`src/rtl/bus_ctrl_if.sv`:
```
// Host-side handshake bundle for the peripheral bus controller.
// The host bridge drives the request half and sees completion and status.
// The controller sits on the slave side of this bundle.
interface bus_ctrl_if #(
    parameter int ADDR_WIDTH = 16,
    parameter int DATA_WIDTH = 16
) ();

    logic                  req;
    logic                  we;
    logic [ADDR_WIDTH-1:0] address;
    logic [DATA_WIDTH-1:0] wdata;
    logic [DATA_WIDTH-1:0] rdata;
    logic                  ready;
    logic                  err;
    logic                  busy;

    modport master (
        output req,
        output we,
        output address,
        output wdata,
        input  rdata,
        input  ready,
        input  err,
        input  busy
    );

    modport slave (
        input  req,
        input  we,
        input  address,
        input  wdata,
        output rdata,
        output ready,
        output err,
        output busy
    );

endinterface

```
`src/rtl/bus_ctrl.sv`:
```
// Host-side bus transaction controller for the FPGA peripheral bus.
// It accepts one request at a time and decodes the upper address field to a slot.
// The selected slot gets a registered, glitch-free active-low chip select.
// The controller waits for that slot's ack, bounded by a timeout, then reports
// read data and status with a single-cycle ready pulse.
// Requests that arrive while a transaction is in flight are dropped, not queued.
module bus_ctrl #(
    parameter int NUMBER_OF_DEVICE  = 4,
    parameter int DEVICE_ADDR_WIDTH = 14,
    parameter int BUS_ADDR_WIDTH    = 2,
    parameter int DATA_WIDTH        = 16,
    parameter int TIMEOUT           = 255
) (
    input  logic                                   clk,
    input  logic                                   reset,
    bus_ctrl_if.slave                              host,
    output logic [NUMBER_OF_DEVICE-1:0]            cso,
    output logic [DEVICE_ADDR_WIDTH-1:0]           dev_addr,
    output logic                                   dev_we,
    output logic [DATA_WIDTH-1:0]                  dev_wdata,
    input  logic [NUMBER_OF_DEVICE*DATA_WIDTH-1:0] dev_rdata,
    input  logic [NUMBER_OF_DEVICE-1:0]            dev_ack
);

    localparam int CNT_WIDTH = $clog2(TIMEOUT + 1);
    localparam logic [CNT_WIDTH-1:0] CNT_LAST = CNT_WIDTH'(TIMEOUT - 1);

    typedef enum logic [1:0] {
        ST_IDLE   = 2'd0,
        ST_ACCESS = 2'd1,
        ST_DONE   = 2'd2
    } state_t;

    state_t                        state_q, state_d;
    logic [BUS_ADDR_WIDTH-1:0]     sel_q, sel_d;
    logic [DEVICE_ADDR_WIDTH-1:0]  dev_addr_q, dev_addr_d;
    logic                          dev_we_q, dev_we_d;
    logic [DATA_WIDTH-1:0]         dev_wdata_q, dev_wdata_d;
    logic [DATA_WIDTH-1:0]         rdata_q, rdata_d;
    logic                          err_q, err_d;
    logic                          ready_q, ready_d;
    logic [CNT_WIDTH-1:0]          cnt_q, cnt_d;
    logic [NUMBER_OF_DEVICE-1:0]   cso_q, cso_d;

    logic [BUS_ADDR_WIDTH-1:0]     req_sel;
    logic                          req_sel_valid;
    logic                          ack_sel;
    logic [DATA_WIDTH-1:0]         rdata_sel;

    assign req_sel       = host.address[DEVICE_ADDR_WIDTH +: BUS_ADDR_WIDTH];
    assign req_sel_valid = int'(req_sel) < NUMBER_OF_DEVICE;

    // Pick out the latched slot's ack and read word, ignoring every other slot.
    always_comb begin
        ack_sel   = 1'b0;
        rdata_sel = '0;
        for (int i = 0; i < NUMBER_OF_DEVICE; i++) begin
            if (int'(sel_q) == i) begin
                ack_sel   = dev_ack[i];
                rdata_sel = dev_rdata[i*DATA_WIDTH +: DATA_WIDTH];
            end
        end
    end

    // Transaction sequencing: latch the request, wait for ack or timeout, then report.
    always_comb begin
        state_d     = state_q;
        sel_d       = sel_q;
        dev_addr_d  = dev_addr_q;
        dev_we_d    = dev_we_q;
        dev_wdata_d = dev_wdata_q;
        rdata_d     = rdata_q;
        err_d       = err_q;
        cnt_d       = cnt_q;
        case (state_q)
            ST_IDLE: begin
                cnt_d = '0;
                if (host.req) begin
                    sel_d       = req_sel;
                    dev_addr_d  = host.address[DEVICE_ADDR_WIDTH-1:0];
                    dev_we_d    = host.we;
                    dev_wdata_d = host.wdata;
                    err_d       = 1'b0;
                    if (req_sel_valid) begin
                        state_d = ST_ACCESS;
                    end else begin
                        state_d = ST_DONE;
                        err_d   = 1'b1;
                    end
                end
            end
            ST_ACCESS: begin
                if (ack_sel) begin
                    state_d = ST_DONE;
                    err_d   = 1'b0;
                    cnt_d   = '0;
                    if (!dev_we_q) begin
                        rdata_d = rdata_sel;
                    end
                end else if (cnt_q == CNT_LAST) begin
                    state_d = ST_DONE;
                    err_d   = 1'b1;
                    cnt_d   = '0;
                end else begin
                    cnt_d = cnt_q + CNT_WIDTH'(1);
                end
            end
            ST_DONE: begin
                state_d = ST_IDLE;
                cnt_d   = '0;
            end
            default: begin
                state_d = ST_IDLE;
                cnt_d   = '0;
            end
        endcase
    end

    // Chip select and ready are precomputed from the next state so they come straight off flops.
    always_comb begin
        cso_d   = '1;
        ready_d = (state_d == ST_DONE);
        if (state_d == ST_ACCESS) begin
            for (int i = 0; i < NUMBER_OF_DEVICE; i++) begin
                if (int'(sel_d) == i) begin
                    cso_d[i] = 1'b0;
                end
            end
        end
    end

    // State and datapath registers with synchronous active-low reset.
    always_ff @(posedge clk) begin
        if (!reset) begin
            state_q     <= ST_IDLE;
            sel_q       <= '0;
            dev_addr_q  <= '0;
            dev_we_q    <= 1'b0;
            dev_wdata_q <= '0;
            rdata_q     <= '0;
            err_q       <= 1'b0;
            ready_q     <= 1'b0;
            cnt_q       <= '0;
            cso_q       <= '1;
        end else begin
            state_q     <= state_d;
            sel_q       <= sel_d;
            dev_addr_q  <= dev_addr_d;
            dev_we_q    <= dev_we_d;
            dev_wdata_q <= dev_wdata_d;
            rdata_q     <= rdata_d;
            err_q       <= err_d;
            ready_q     <= ready_d;
            cnt_q       <= cnt_d;
            cso_q       <= cso_d;
        end
    end

    assign host.rdata = rdata_q;
    assign host.ready = ready_q;
    assign host.err   = err_q;
    assign host.busy  = (state_q != ST_IDLE);
    assign cso        = cso_q;
    assign dev_addr   = dev_addr_q;
    assign dev_we     = dev_we_q;
    assign dev_wdata  = dev_wdata_q;

    // Never select more than one slot, and only pulse ready while the bus is still held.
    always_ff @(posedge clk) begin
        if (reset) begin
            assert ($onehot0(~cso_q));
            assert (!ready_q || (state_q == ST_DONE));
        end
    end

endmodule
```
`src/flat_wrapper.sv`:
```
// flat-port wrapper written by rule: the top's interface ports become plain ports
module bus_ctrl_flat 
#(
    parameter int NUMBER_OF_DEVICE  = 4,
    parameter int DEVICE_ADDR_WIDTH = 14,
    parameter int BUS_ADDR_WIDTH    = 2,
    parameter int DATA_WIDTH        = 16,
    parameter int TIMEOUT           = 255
)
  (clk, reset, cso, dev_addr, dev_we, dev_wdata, dev_rdata, dev_ack, host_req, host_we, host_address, host_wdata, host_rdata, host_ready, host_err, host_busy);
  bus_ctrl_if #(.DATA_WIDTH(DATA_WIDTH)) host_i ();
  input  logic clk;
  input  logic reset;
  output logic [NUMBER_OF_DEVICE-1:0] cso;
  output logic [DEVICE_ADDR_WIDTH-1:0] dev_addr;
  output logic dev_we;
  output logic [DATA_WIDTH-1:0] dev_wdata;
  input  logic [NUMBER_OF_DEVICE*DATA_WIDTH-1:0] dev_rdata;
  input  logic [NUMBER_OF_DEVICE-1:0] dev_ack;
  input wire logic [$bits(host_i.req)-1:0] host_req;
  input wire logic [$bits(host_i.we)-1:0] host_we;
  input wire logic [$bits(host_i.address)-1:0] host_address;
  input wire logic [$bits(host_i.wdata)-1:0] host_wdata;
  output wire logic [$bits(host_i.rdata)-1:0] host_rdata;
  output wire logic [$bits(host_i.ready)-1:0] host_ready;
  output wire logic [$bits(host_i.err)-1:0] host_err;
  output wire logic [$bits(host_i.busy)-1:0] host_busy;
  assign host_i.req = host_req;
  assign host_i.we = host_we;
  assign host_i.address = host_address;
  assign host_i.wdata = host_wdata;
  assign host_rdata = host_i.rdata;
  assign host_ready = host_i.ready;
  assign host_err = host_i.err;
  assign host_busy = host_i.busy;
  bus_ctrl #(.NUMBER_OF_DEVICE(NUMBER_OF_DEVICE), .DEVICE_ADDR_WIDTH(DEVICE_ADDR_WIDTH), .BUS_ADDR_WIDTH(BUS_ADDR_WIDTH), .DATA_WIDTH(DATA_WIDTH), .TIMEOUT(TIMEOUT)) u_core (.clk(clk), .reset(reset), .host(host_i), .cso(cso), .dev_addr(dev_addr), .dev_we(dev_we), .dev_wdata(dev_wdata), .dev_rdata(dev_rdata), .dev_ack(dev_ack));
endmodule
```
`config.mk`:
```
export PLATFORM = sky130hd
export DESIGN_NAME = bus_ctrl_flat
export DESIGN_NICKNAME = d
export VERILOG_FILES = /design/src/rtl/bus_ctrl_if.sv /design/src/rtl/bus_ctrl.sv /design/src/flat_wrapper.sv
export SDC_FILE = /design/constraint.sdc
export NUM_CORES = 1
export LEC_CHECK = 0
export ABC_AREA = 1
export BUFFER_PORTS_ARGS = -buffer_cell sky130_fd_sc_hd__buf_2
export CAP_MARGIN = 20
export CORE_MARGIN = 1
export CORE_UTILIZATION = 45
export DETAILED_ROUTE_END_ITERATION = 16
export GPL_ROUTABILITY_DRIVEN = 0
export PLACE_DENSITY = 0.92
export SYNTH_ARGS = -nofsm -noshare
export SYNTH_HDL_FRONTEND = slang
export SYNTH_SLANG_ARGS = --single-unit
```
`constraint.sdc`:
```
create_clock -name clk -period 1.69 [get_ports clk]
set_input_delay 0.169 -clock clk [delete_from_list [all_inputs] [get_ports clk]]
set_output_delay 0.169 -clock clk [all_outputs]
set_load 0.03 [all_outputs]
```
==> results.md, run 1 <==
- Worst slew margin: 49.95%
- Sum Neg Setup Slack: 0 ns
- Total of warnings raised by yosys: 0
- Die Outline Area: 0.006810 mm²
- Post-synthesis cell area: 0.002918 mm²
- Final Non-Filler Cells: 653
- Synth-to-Final Area Change: 37.56%
- Clock root cell: sky130_fd_sc_hd__clkbuf_8
- Fraction of final layout cells sized beyond drive strength 1: 34.08%
- Number of max-cap violations: 0
- CTS tree: built
- Largest voltage drop on the vdd net: 0.6521 mV
- Pin slew with the least headroom to its limit: 0.7499 ns
- First-pass GRT wire length: 12,010 µm
- Type of the worst setup path: reg2reg
- DIE HEIGHT: 82.53 µm
- Total global routing track utilization: 23.48%
- CTS sink count: 65
- Finished Core Util: 65.85%
- Number of unique standard cell types used by synthesis: 24
- FF+latch count, synth: 65
- Number of DRC violations after detailed-routing iteration 0: 172
- Number of H-tree branching levels: 3
- Mean instance size in the synthesized netlist: 7.048 µm²
- Drc violations: 0
- Number of buffers created by CTS: 9
- Starting utilization of the core area: 47.87%
- Fin. max-slew vios: 0
- Setup crit start kind: flip-flop
- Share of the clock period used by the worst path after layout: 89.69%
- Count of placed standard cells including taps: 633
- Remaining antenna violation count after routing: 0
- Clock latency on the worst-skew pair: 0.32 ns
- Reg clk slew, reported paths: 0.07 ns
- Outcome: complete, no violations
- Req. time, crit path: 1.87 ns
- Async SR Flop Fraction: 0%
- P_int: 2.891 mW
- Die span in x: 82.53 µm
- Grt total ovfl: 0
- Count of flip-flops with a built-in enable after synthesis: 0
- Number of hold-slack violations in the final timing report: 0
- Detailed-routing iteration count for the pre-antenna-repair pass: 4
- Detail Placement HPWL: 6184 µm
- Leakage power: 2.034 nW
- Total via count after detailed routing: 3,259
- Multi-input gate area: 0.001394 mm²
- Power per standard cell area: 1045 mW/mm²
- Arrival time worst endpoint: 1.70 ns
- Relative contribution of sequential cells to total power: 40.9%
- Sequential cell area in the final layout: 0.001303 mm²
- Core region area: 0.006096 mm²
- Timing-limited maximum frequency: 659.8 MHz
- Top FF cell, synth: sky130_fd_sc_hd__dfxtp_1
- Drt wl/cell: 12.43 µm
- Number of antenna diodes: 0
- Sequential share of the synthesized area: 44.60%
- Antenna violations before repair: 0
- Aggregate routed wire length: 8114 µm
- Bufs on Longest Clock Path: 2
- Post-route clock skew: 0.007933 ns
- Pin count of the biggest net entering global routing: 33
- Combinational share of power: 25.5%
- Min-Delay Path Class: in2reg
- Post-synthesis cell count: 414
- Type of destination of the critical path: flip-flop
- Site row count: 28
- Fraction of power spent switching nets: 31.06%
- Filler Cells Inserted: 535
- Number of nets in the finished design: 680
- Clock network power share: 33.5%
- Net switching power: 1.302 mW
- Maximum fanout along the worst path: 9
- Number of nets produced by synthesis: 520
- Number of port buffers: 157
- Final count of negative-setup-slack endpoints: 0
- Number of top-level pins: 158
- Vias in the first global route: 2,970
- Via-per-instance ratio: 4.991
- Final critical-path required period: 1.516 ns
- Setup repair after global routing missed its margin: no
[per-stage QoR]
| step | hold slack [ns] | total power, mW | cell area [µm²] | setup slack [ns] |
|---|---|---|---|---|
| after floorplan | 0.3047 | 2.449 | 2918 | 0.3052 |
| after global placement | 0.4190 | 2.741 | 3744 | 0.1880 |
| after detailed placement | 0.4244 | 2.776 | 3744 | 0.04563 |
| after CTS | 0.07909 | 4.176 | 3954 | 0.02606 |
| after global routing | 0.08866 | 4.420 | 4014 | 0.03625 |
| final | 0.09422 | 4.194 | 4014 | 0.1743 |
[metal layers]
metal | vias up | track usage, % | share of wire, %
met5 | - | 0 | 0
met3 | 17 | 6.703 | 8.7
met1 | 1460 | 22.35 | 38
met4 | 0 | 12.41 | 2.4
li1 | 1637 | - | -
met2 | 145 | 45.12 | 51
[layout make-up]
cell class                 instances  area share [%]
sequential                        65           32.45
tap                               75           2.338
multi-input combinational        299           34.73
inverter                          28           2.743
clock buffer                      12           3.616
clock inverter                     3           1.621
timing repair buffer             171           22.51
[synth_stat cells (3+ instances only)]
cell                        n  area (µm²)
sky130_fd_sc_hd__nor2_1    92       345.3
sky130_fd_sc_hd__nand2_1   74       277.8
sky130_fd_sc_hd__o21ai_0   66       330.3
sky130_fd_sc_hd__dfxtp_1   65        1301
sky130_fd_sc_hd__nand3_1   40       200.2
sky130_fd_sc_hd__inv_1     25       93.84
sky130_fd_sc_hd__clkbuf_1  11       41.29
sky130_fd_sc_hd__buf_2      7       35.03
sky130_fd_sc_hd__a21oi_1    4       20.02
sky130_fd_sc_hd__buf_6      4       45.04
sky130_fd_sc_hd__xor2_1     4       35.03
sky130_fd_sc_hd__nor2_4     3       33.78
[power by group through the flow]
stage / clock (mW) / sequential, mW / combinational [mW]
floorplan: 0 / 1.96 / 0.484
global placement: 0 / 1.74 / 0.998
detailed placement: 0 / 1.75 / 1.03
CTS: 1.43 / 1.72 / 1.03
global route: 1.51 / 1.73 / 1.18
finish: 1.41 / 1.72 / 1.07
[kinds of logic (layout without fill, tap and decap cells)]
kind of cell / after synthesis / after routing / share of synthesized area (%)
adder cells (fa/ha/maj): 2 / 2 / 0.8575
buffers and inverters: 50 / 214 / 7.933
flip-flops: 65 / 65 / 44.60
AND/OR/NAND/NOR: 220 / 220 / 32.25
AO/OA/AOI/OAI: 71 / 71 / 12.56
XOR/XNOR: 6 / 6 / 1.801
[layout by cell type, fill, tap and decap left out]
cell type                   count
sky130_fd_sc_hd__a21oi_1        4
sky130_fd_sc_hd__a21oi_4        1
sky130_fd_sc_hd__buf_12         1
sky130_fd_sc_hd__buf_2        157
sky130_fd_sc_hd__buf_4         13
sky130_fd_sc_hd__bufinv_16      2
sky130_fd_sc_hd__clkbuf_1       2
sky130_fd_sc_hd__clkbuf_8      10
sky130_fd_sc_hd__clkinv_2       1
sky130_fd_sc_hd__dfxtp_1       64
sky130_fd_sc_hd__dfxtp_2        1
sky130_fd_sc_hd__ha_1           2
sky130_fd_sc_hd__inv_1         25
sky130_fd_sc_hd__inv_2          2
sky130_fd_sc_hd__inv_6          1
sky130_fd_sc_hd__nand2_1       74
sky130_fd_sc_hd__nand2_2        1
sky130_fd_sc_hd__nand2_4        1
sky130_fd_sc_hd__nand2_8        1
sky130_fd_sc_hd__nand3_1       40
sky130_fd_sc_hd__nand3_2        2
sky130_fd_sc_hd__nand4_1        1
sky130_fd_sc_hd__nor2_1        92
sky130_fd_sc_hd__nor2_4         3
sky130_fd_sc_hd__nor3_1         2
sky130_fd_sc_hd__o21ai_0       65
sky130_fd_sc_hd__o21ai_1        1
sky130_fd_sc_hd__or2_0          1
sky130_fd_sc_hd__or2_1          2
sky130_fd_sc_hd__xnor2_1        2
sky130_fd_sc_hd__xor2_1         4
[registers in the layout, summed over array words and instances, names as in the netlist]
| register | count |
|---|---|
| u_core.dev_we | 1 |
| u_core.cnt_q | 8 |
| u_core.host.rdata | 16 |
| u_core.sel_q | 2 |
| u_core.dev_addr | 14 |
| u_core.host.err | 1 |
| u_core.cso | 4 |
| u_core.state_q | 2 |
| u_core.host.ready | 1 |
| u_core.dev_wdata | 16 |
[worst paths after layout]
| kind | from | slack (ns) | end | cells past startpoint |
|---|---|---|---|---|
| min | host_wdata[14] | 0.09 | u_core.dev_wdata[14] | 3 |
| max reg2reg | u_core.sel_q[1] | 0.17 | u_core.cso[0] | 7 |
| min reg2reg | u_core.host.err | 0.46 | u_core.host.err | 2 |
| max | u_core.sel_q[1] | 0.17 | u_core.cso[0] | 7 |
[worst max-delay path, cell delays in order, from the launching register on]
cell and delay [ns]:
sky130_fd_sc_hd__dfxtp_2 0.36, sky130_fd_sc_hd__buf_4 0.18, sky130_fd_sc_hd__nand2_2 0.06, sky130_fd_sc_hd__or2_1 0.25, sky130_fd_sc_hd__nand2_4 0.11, sky130_fd_sc_hd__nand2_1 0.11
sky130_fd_sc_hd__a21oi_4 0.19, sky130_fd_sc_hd__nand3_1 0.10
[repair_timing]
item	4_1_cts	5_1_grt
hold buffers	0	0
setup buffers	0	5
endpoints found under the setup margin	0	17
resized for setup	0	3
(Power assumes the default switching activity.)
==> run 2: changes to the inputs <==
--- a/config.mk
+++ b/config.mk
@@ -8,7 +8,7 @@
 export ABC_AREA = 1
 export BUFFER_PORTS_ARGS = -buffer_cell sky130_fd_sc_hd__buf_2
 export CAP_MARGIN = 20
-export CORE_MARGIN = 1
+export CORE_MARGIN = 4
 export CORE_UTILIZATION = 45
 export DETAILED_ROUTE_END_ITERATION = 16
 export GPL_ROUTABILITY_DRIVEN = 0
==> results.md, run 2 (synthesis gave the netlist of run 1 again) <==
- Outcome: complete, no violations
- Maximum fanout along the worst path: 18
- Aggregate routed wire length: 8375 µm
- Core region area: 0.006314 mm²
- Drt wl/cell: 12.77 µm
- Grt total ovfl: 0
- CP cell instances: buf_4, inv_2, nand3_2, nand3_2, nand2_4, inv_6, nand2_4, nand2_1, nand2_1, nor2_1
- Count of placed standard cells including taps: 637
- Number of buffers created by CTS: 9
- Fin. max-slew vios: 0
- Master of the slowest instance on the critical path: sky130_fd_sc_hd__dfxtp_1
- Power per standard cell area: 1027 mW/mm²
- Pin count of the biggest net entering global routing: 33
- First-pass GRT wire length: 12,850 µm
- Timing-limited maximum frequency: 659.9 MHz
- Setup crit start kind: flip-flop
- CTS tree: built
- Final critical-path required period: 1.515 ns
- Via-per-instance ratio: 4.933
- Antenna violations before repair: 0
- Bufs on Longest Clock Path: 2
- Detail Placement HPWL: 6638 µm
- Remaining antenna violation count after routing: 0
- Reg clk slew, reported paths: 0.07 ns
- Drc violations: 0
- Number of DRC violations after detailed-routing iteration 0: 88
- CTS sink count: 65
- Number of max-cap violations: 0
- Detailed-routing iteration count for the pre-antenna-repair pass: 4
- Worst slew margin: 53.44%
- Final Non-Filler Cells: 656
- Number of cells upsized or downsized after cts: 0
- Min-Delay Path Class: in2reg
- Commonest non-fill, non-tap cells in the layout: sky130_fd_sc_hd__buf_2, sky130_fd_sc_hd__nor2_1, sky130_fd_sc_hd__nand2_1
- Final count of negative-setup-slack endpoints: 0
- Power Total: 4.111 mW
- Cell family contributing the most delay on the critical path: simple AND/OR/NAND/NOR gates
- Number of H-tree branching levels: 3
- Number of hold-slack violations in the final timing report: 0
- Pin slew with the least headroom to its limit: 0.6976 ns
- Leakage power: 2.040 nW
- Post-route clock skew: 0.006797 ns
- Arrival time worst endpoint: 1.70 ns
- Number of antenna diodes: 0
- Site row count: 29
- Fraction of final layout cells sized beyond drive strength 1: 34.02%
- Leading cell type in the layout, fill and taps excluded: sky130_fd_sc_hd__buf_2
- Worst hold margin: 0.09673 ns
- Number of top-level pins: 158
- Die Outline Area: 0.007837 mm²
- Max incr delay on CP: 0.43 ns
- Finished Core Util: 63.42%
- Clock latency on the worst-skew pair: 0.32 ns
- Total global routing track utilization: 21.14%
- Number of port buffers: 157
- DIE HEIGHT: 88.53 µm
- Req. time, crit path: 1.88 ns
- Total via count after detailed routing: 3,236
- Clock root cell: sky130_fd_sc_hd__clkbuf_8
- Starting utilization of the core area: 46.21%
- Synth-to-Final Area Change: 37.22%
- Type of destination of the critical path: flip-flop
- Share of the clock period used by the worst path after layout: 89.66%
- Number of nets in the finished design: 680
- Vias in the first global route: 2,979
- Die span in x: 88.53 µm
- Setup repair after global routing missed its margin: no
- Number of buffers and inverters on the critical path: 3
- Type of the worst setup path: reg2reg
- Sum Neg Setup Slack: 0 ns
- Largest voltage drop on the vdd net: 0.7882 mV
## run 2: cell types whose count changed in the layout (fill, tap and decap cells not counted), sizes merged
cell,before,now
bufinv,2,1
clkbuf,12,14
## run 2: worst paths after layout
check | startpoint | end | slack [ns] | cells past startpoint
worst max-delay path | u_core.sel_q[1] | u_core.host.rdata[4] | 0.17 | 10
worst min-delay path | host_address[11] | u_core.dev_addr[11] | 0.1 | 3
worst max register to register | u_core.sel_q[1] | u_core.host.rdata[4] | 0.17 | 10
worst min register to register | u_core.cnt_q[0] | u_core.cnt_q[0] | 0.47 | 1
## run 2: through the flow
| stage | area (µm²) | setup slack, ns |
|---|---|---|
| after global routing | 4004 | 0.03186 |
| after floorplan | 2918 | 0.3052 |
| after CTS | 3969 | 0.04922 |
| final | 4004 | 0.1747 |
| after detailed placement | 3761 | 0.06510 |
| after global placement | 3761 | 0.1752 |
## run 2: metal layers
metal	vias to the layer above	share of wire (%)	global-route usage (%)
met5	-	0	0
met4	0	2.7	11.40
met3	20	12	8.101
met2	150	48	37.25
met1	1424	37	21.52
li1	1642	-	-
## run 2: repair_timing
item                                    in CTS  in global routing
buffers inserted                             0                  3
hold buffers                                 0                  0
endpoints found under the setup margin       0                 16
## run 2: worst register-to-register path, delay by kind of cell, from the launching register on
kind,cells,cell delay [ns]
and+or+nand+nor,7,0.62
DFF,1,0.43
buffers and inverters,3,0.32
## run 2: power breakdown
part	switching [mW]	leakage [nW]	internal [mW]
Sequential	0.0673	0.534	1.65
Combinational	0.685	1.40	0.374
Clock	0.530	0.107	0.802
Total	1.28	2.04	2.83
## run 2: cell type report
cell class	instances	area (µm²)
Clock buffer	14	172.7
Clock inverter	2	35.03
Fill cell	573	2310
Inverter	28	110.1
Multi-Input combinational cell	299	1385
Sequential cell	65	1301
Tap cell	77	96.34
Timing Repair Buffer	171	903.4
